--- src/rtl/mem_arb_pkg.sv ---
`default_nettype none
// ============================================================================
// Module   : mem_arb_pkg
// Brief    : Shared types and defaults for the instruction/data RAM arbiter.
// Revision : 1.0 - initial release
// ============================================================================
package mem_arb_pkg;

    // Which master owns a granted access (also encodes last_winner)
    typedef enum logic {
        OWNER_INSTR = 1'b0,
        OWNER_DATA  = 1'b1
    } owner_e;

    // Response register: one pending response per grant, returned next cycle
    typedef struct packed {
        logic   valid;  // a grant happened last cycle
        owner_e owner;  // port that receives rvalid
        logic   err;    // address fell outside the RAM window
        logic   write;  // store: rvalid only, rdata forced to 0
    } rsp_t;

    localparam int unsigned c_mem_size_default  = 65536;
    localparam logic [31:0] c_mem_start_default = 32'h0000_0000;

    localparam rsp_t c_rsp_idle = '{valid: 1'b0, owner: OWNER_INSTR, err: 1'b0, write: 1'b0};

endpackage
`default_nettype wire

--- src/rtl/mem_arb_pick.sv ---
`default_nettype none
// ============================================================================
// Module   : mem_arb_pick
// Brief    : Combinational two-way picker, req[0]=instr, req[1]=data,
//            one-hot grant out. Tie policy selected by MEM_ARB_ROUND_ROBIN_EN:
//            defined   -> grant the port that did not win last time
//            undefined -> instruction port always wins ties
// Revision : 1.0 - initial release
// ============================================================================
module mem_arb_pick
    import mem_arb_pkg::*;
(
    input  logic [1:0] req,
    input  owner_e     last_winner,
    output logic [1:0] gnt
);

`ifndef MEM_ARB_ROUND_ROBIN_EN
    // Fixed priority ignores the history bit; keep it visibly consumed
    logic w_unused_last_winner;
    assign w_unused_last_winner = last_winner;
`endif

    // Single requests pass straight through; ties resolved by policy
    always_comb begin
        gnt = req;
        if (req == 2'b11) begin
`ifdef MEM_ARB_ROUND_ROBIN_EN
            gnt = (last_winner == OWNER_DATA) ? 2'b01 : 2'b10;
`else
            gnt = 2'b01;
`endif
        end
    end

endmodule
`default_nettype wire

--- src/rtl/mem_port_arbiter.sv ---
`default_nettype none
// ============================================================================
// Module   : mem_port_arbiter
// Brief    : Arbitrates Ibex instruction and data OBI ports onto one
//            single-port RAM with one-cycle read latency. Zero-latency grant,
//            response exactly one cycle after grant, saturating grant counters.
//            Tie policy: define MEM_ARB_ROUND_ROBIN_EN for round-robin,
//            otherwise fixed priority (instruction port wins).
// Revision : 1.0 - initial release
// ============================================================================
module mem_port_arbiter
    import mem_arb_pkg::*;
#(
    parameter int unsigned MEM_SIZE  = c_mem_size_default,
    parameter logic [31:0] MEM_START = c_mem_start_default,
    parameter int unsigned CNT_W     = 16
) (
    input  logic             clk_sys,
    input  logic             rst_sys_n,
    input  logic             instr_req,
    input  logic [31:0]      instr_addr,
    output logic             instr_gnt,
    output logic             instr_rvalid,
    output logic             instr_err,
    output logic [31:0]      instr_rdata,
    input  logic             data_req,
    input  logic             data_we,
    input  logic [3:0]       data_be,
    input  logic [31:0]      data_addr,
    input  logic [31:0]      data_wdata,
    output logic             data_gnt,
    output logic             data_rvalid,
    output logic             data_err,
    output logic [31:0]      data_rdata,
    output logic             mem_req,
    output logic             mem_write,
    output logic [3:0]       mem_be,
    output logic [31:0]      mem_addr,
    output logic [31:0]      mem_wdata,
    input  logic [31:0]      mem_rdata,
    output logic [CNT_W-1:0] instr_grant_cnt,
    output logic [CNT_W-1:0] data_grant_cnt
);

    localparam logic [31:0]      c_offset_mask = 32'(MEM_SIZE - 1);
    localparam logic [CNT_W-1:0] c_cnt_one     = CNT_W'(1);

    logic [1:0]       w_req;
    logic [1:0]       w_gnt;
    logic             w_any_gnt;
    logic [31:0]      w_addr;
    logic             w_in_range;
    logic [31:0]      w_rsp_data;
    owner_e           r_last_winner;
    rsp_t             r_rsp;
    logic [CNT_W-1:0] r_instr_cnt;
    logic [CNT_W-1:0] r_data_cnt;

    assign w_req = {data_req, instr_req};

    mem_arb_pick u_pick (
        .req         (w_req),
        .last_winner (r_last_winner),
        .gnt         (w_gnt)
    );

    assign instr_gnt  = w_gnt[0];
    assign data_gnt   = w_gnt[1];
    assign w_any_gnt  = |w_gnt;
    assign w_addr     = w_gnt[1] ? data_addr : instr_addr;
    assign w_in_range = ((w_addr & ~c_offset_mask) == MEM_START);

    // RAM command from the winner; all zero when idle or out of window
    always_comb begin
        mem_req   = 1'b0;
        mem_write = 1'b0;
        mem_be    = 4'h0;
        mem_addr  = 32'h0;
        mem_wdata = 32'h0;
        if (w_any_gnt && w_in_range) begin
            mem_req  = 1'b1;
            mem_addr = w_addr;
            if (w_gnt[1]) begin
                mem_write = data_we;
                mem_be    = data_be;
                mem_wdata = data_we ? data_wdata : 32'h0;
            end else begin
                mem_be    = 4'hF;
            end
        end
    end

    // Capture one response per grant; reset drops anything pending
    always_ff @(posedge clk_sys or negedge rst_sys_n) begin
        if (!rst_sys_n) begin
            r_rsp <= c_rsp_idle;
        end else begin
            r_rsp.valid <= w_any_gnt;
            r_rsp.owner <= w_gnt[1] ? OWNER_DATA : OWNER_INSTR;
            r_rsp.err   <= w_any_gnt & ~w_in_range;
            r_rsp.write <= w_gnt[1] & data_we;
        end
    end

    // Remember who won last so round-robin can alternate on ties
    always_ff @(posedge clk_sys or negedge rst_sys_n) begin
        if (!rst_sys_n) begin
            r_last_winner <= OWNER_DATA;
        end else if (w_any_gnt) begin
            r_last_winner <= w_gnt[1] ? OWNER_DATA : OWNER_INSTR;
        end
    end

    // Saturating per-port grant counters
    always_ff @(posedge clk_sys or negedge rst_sys_n) begin
        if (!rst_sys_n) begin
            r_instr_cnt <= '0;
            r_data_cnt  <= '0;
        end else begin
            if (w_gnt[0] && (r_instr_cnt != '1)) r_instr_cnt <= r_instr_cnt + c_cnt_one;
            if (w_gnt[1] && (r_data_cnt  != '1)) r_data_cnt  <= r_data_cnt  + c_cnt_one;
        end
    end

    // RAM data is live the cycle after the access; errors and stores return 0
    assign w_rsp_data = (r_rsp.valid && !r_rsp.err && !r_rsp.write) ? mem_rdata : 32'h0;

    assign instr_rvalid = r_rsp.valid && (r_rsp.owner == OWNER_INSTR);
    assign data_rvalid  = r_rsp.valid && (r_rsp.owner == OWNER_DATA);
    assign instr_err    = instr_rvalid & r_rsp.err;
    assign data_err     = data_rvalid  & r_rsp.err;
    assign instr_rdata  = instr_rvalid ? w_rsp_data : 32'h0;
    assign data_rdata   = data_rvalid  ? w_rsp_data : 32'h0;

    assign instr_grant_cnt = r_instr_cnt;
    assign data_grant_cnt  = r_data_cnt;

endmodule
`default_nettype wire

--- config.mk ---
export PLATFORM = sky130hd
export DESIGN_NAME = mem_port_arbiter
export DESIGN_NICKNAME = d
export VERILOG_FILES = /design/src/rtl/mem_arb_pkg.sv /design/src/rtl/mem_arb_pick.sv /design/src/rtl/mem_port_arbiter.sv
export SDC_FILE = /design/constraint.sdc
export NUM_CORES = 1
export LEC_CHECK = 0
export BUFFER_PORTS_ARGS = -buffer_cell sky130_fd_sc_hd__clkbuf_2
export CAP_MARGIN = 20
export CELL_PAD_IN_SITES_DETAIL_PLACEMENT = 1
export CELL_PAD_IN_SITES_GLOBAL_PLACEMENT = 2
export CORE_MARGIN = 2
export CORE_UTILIZATION = 18
export DETAILED_ROUTE_END_ITERATION = 10
export GPL_TIMING_DRIVEN = 0
export MAX_ROUTING_LAYER = met4
export PLACE_DENSITY = 0.89
export SYNTH_ARGS = -nofsm -noshare
export SYNTH_HDL_FRONTEND = slang
export SYNTH_HIERARCHICAL = 1
export SYNTH_SLANG_ARGS = --single-unit
--- constraint.sdc ---
create_clock -name clk_sys -period 4.7 [get_ports clk_sys]
set_clock_uncertainty 0.1 [all_clocks]
set_input_delay 0.94 -clock clk_sys [delete_from_list [all_inputs] [get_ports clk_sys]]
set_output_delay 0.94 -clock clk_sys [all_outputs]
set_load 0.02 [all_outputs]
==> implementation parameters <==
Parameter                              Value

Timing
  Post-route clock period utilization    81.47%
  Hold violation count in the final report    0
  Setup repair after global routing missed its margin    false
  Highest clock frequency the design can meet    261.2 MHz
  Number of pins exceeding their max-slew limit in the final report    0
  Max-slew headroom at the worst pin    36.63%
  Worst Max-Slew Pin Slew    950.6 ps
  Final Critical Period    3829 ps
  Sum Neg Setup Slack    0 ps
  Final Setup Violations    0

Detailed routing
  Vias post-DR    3529
  Met3 wirelength from detailed routing    1147 µm
  Starting DRT DRC Count    57
  Wire length reported by the detailed router    12940 µm
  Remaining design rule violation count    0
  ANT nets after route    0
  Top Metal Used    met4
  Detailed-route wire length per cell    15.76 µm
  Met2 routed WL    6623 µm
  Via-to-Cell Ratio    4.298
  First drt pass iteration count    4
  Length of routed wiring on met1    4953 µm

CTS
  TritonCTS clock tree    done
  CTS H-Tree Depth    2
  Num CTS Buffers    5
  Number of resized instances in the post-cts repair step    0
  Worst-Skew Late Latency    280 ps
  Root Driver    clkbuf_16
  Total setup buffers inserted after CTS    0
  Count of hold buffers inserted by post-cts repair    0
  Clock-pin slew on the worst setup and hold paths    50 ps
  Max Root-Sink Buffers    2
  # clock sinks    36

Setup path
  Path depth of the worst reg2reg path    3
  Capturing element type of the critical path    primary output
  Type of the setup path with the least slack    input pin to primary output
  Data required time of the critical path    3660 ps
  Worst-path fanout max    10
  Type of element launching the critical path    input pin
  Arrival time at the worst endpoint    2790 ps

Place
  Placed wire-length estimate after detailed placement    11530 µm
  Count of placed standard cells including taps    813
  Post-DP Area    4557 µm²
  IO buf count    292
  Routability cong.    0.8078

Min path
  Worst hold-check path type    flip-flop to flip-flop
  Cell count of the worst hold path    1

Die
  Chip Width    128.8 µm
  Std cell rows    45
  Die height    128.8 µm
  Initial cell density of the core    18.44%
  Core region area    15200 µm²
  Ports    309
  Area enclosed by the die boundary    16590 µm²

Power and ir drop
  Total Power Consumption    1195 µW
  Leakage power    0.002687 µW
  IR Drop Worst-Case VDD    117.9 µV
  Power Density    254.1 nW/µm²

Status
  Status    complete, no violations

Layout
  Number of antenna cells inserted    0
  Fill cell count    1913
  Fin nets    771
  Synth-to-layout area growth    67.74%
  Share of cells above drive strength 1    51.18%
  Non-Filler Instances    821
  Share of the core filled with cells in the final layout    30.94%
  Layout Cell Area excl Fill    4703 µm²

Job
  Number of max-cap violations    0

Global routing
  GRT Overall Usage    14.92%
  Maximum number of pins on one net before global-route repair    37
  Via count of the first global-routing pass    3467
  Global-route wire length before repair    18720 µm
  Final global-route overflow total    0
  Initial antenna violation count    0

Logic synthesis
  Cell area after technology mapping    2804 µm²
  Cell count after synthesis    318
  Warnings, synthesis    6
  Average instance area after synthesis    8.817 µm²
==> path summary, 6_finish.rpt <==
path                               startpoint                 end  slack (ps)
max                                 instr_req       mem_wdata[21]         870
min                        data_grant_cnt[15]  data_grant_cnt[15]         400
max reg2reg                instr_grant_cnt[3]  instr_grant_cnt[1]        2720
min reg2reg                data_grant_cnt[15]  data_grant_cnt[15]         400
max in group asynchronous           rst_sys_n  data_grant_cnt[11]        3200
min in group asynchronous           rst_sys_n  instr_grant_cnt[4]         690
==> registers in the layout, indices dropped and copies added, names as in the netlist <==
| name | flops |
|---|---|
| instr_grant_cnt | 16 |
| r_rsp | 4 |
| data_grant_cnt | 16 |
==> final cells by class <==
class / instances / area [µm²] / area share, %
well taps: 188 / 235.2 / 5.001
repair buffers: 292 / 1461 / 31.07
multi-input cells: 261 / 1757 / 37.35
inverters: 3 / 11.26 / 0.2394
plain buffers: 33 / 191.4 / 4.070
flip-flops and latches: 36 / 900.9 / 19.15
clock buffers: 8 / 146.4 / 3.113
==> per-layer routing <==
layer,track usage (%),up-vias
met5,-,-
met4,3.964,0
met3,2.952,11
met2,26.80,203
met1,16.88,1616
li1,-,1699
==> layout by cell type (no fill, tap or decap), drive strengths merged, types with 4 or more instances in the layout <==
cell type    n
buf         18
nand2       12
clkbuf     315
nor3         4
xor2         9
nand3        9
a22o        16
nor4        10
nor2         7
conb        16
and2       102
xnor2       19
nand4       15
dfrtp       36
a21o         4
and3         8
==> stage by stage <==
step,hold slack [ps],setup slack [ps]
4_1_cts,406.8,749.5
3_3_place_gp,384.6,753.4
5_1_grt,433.9,584.0
3_5_place_dp,399.1,752.3
2_1_floorplan,500.4,1116
6_report,402.2,871.0
==> critical path, cell delays in order <==
cell	delay, ps
clkbuf_2	100
nor2b_1	470
and2_1	240
nor2b_1	360
clkbuf_1	300
and2_1	180
clkbuf_2	190
==> power breakdown <==
| part | leakage (µW) | internal, µW | switching [µW] |
|---|---|---|---|
| clock | 0.0000712 | 212 | 127 |
| combinational | 0.00214 | 168 | 242 |
| sequential | 0.000474 | 365 | 82.0 |
| total | 0.00269 | 744 | 451 |
Power figures use the tool's default switching activity.
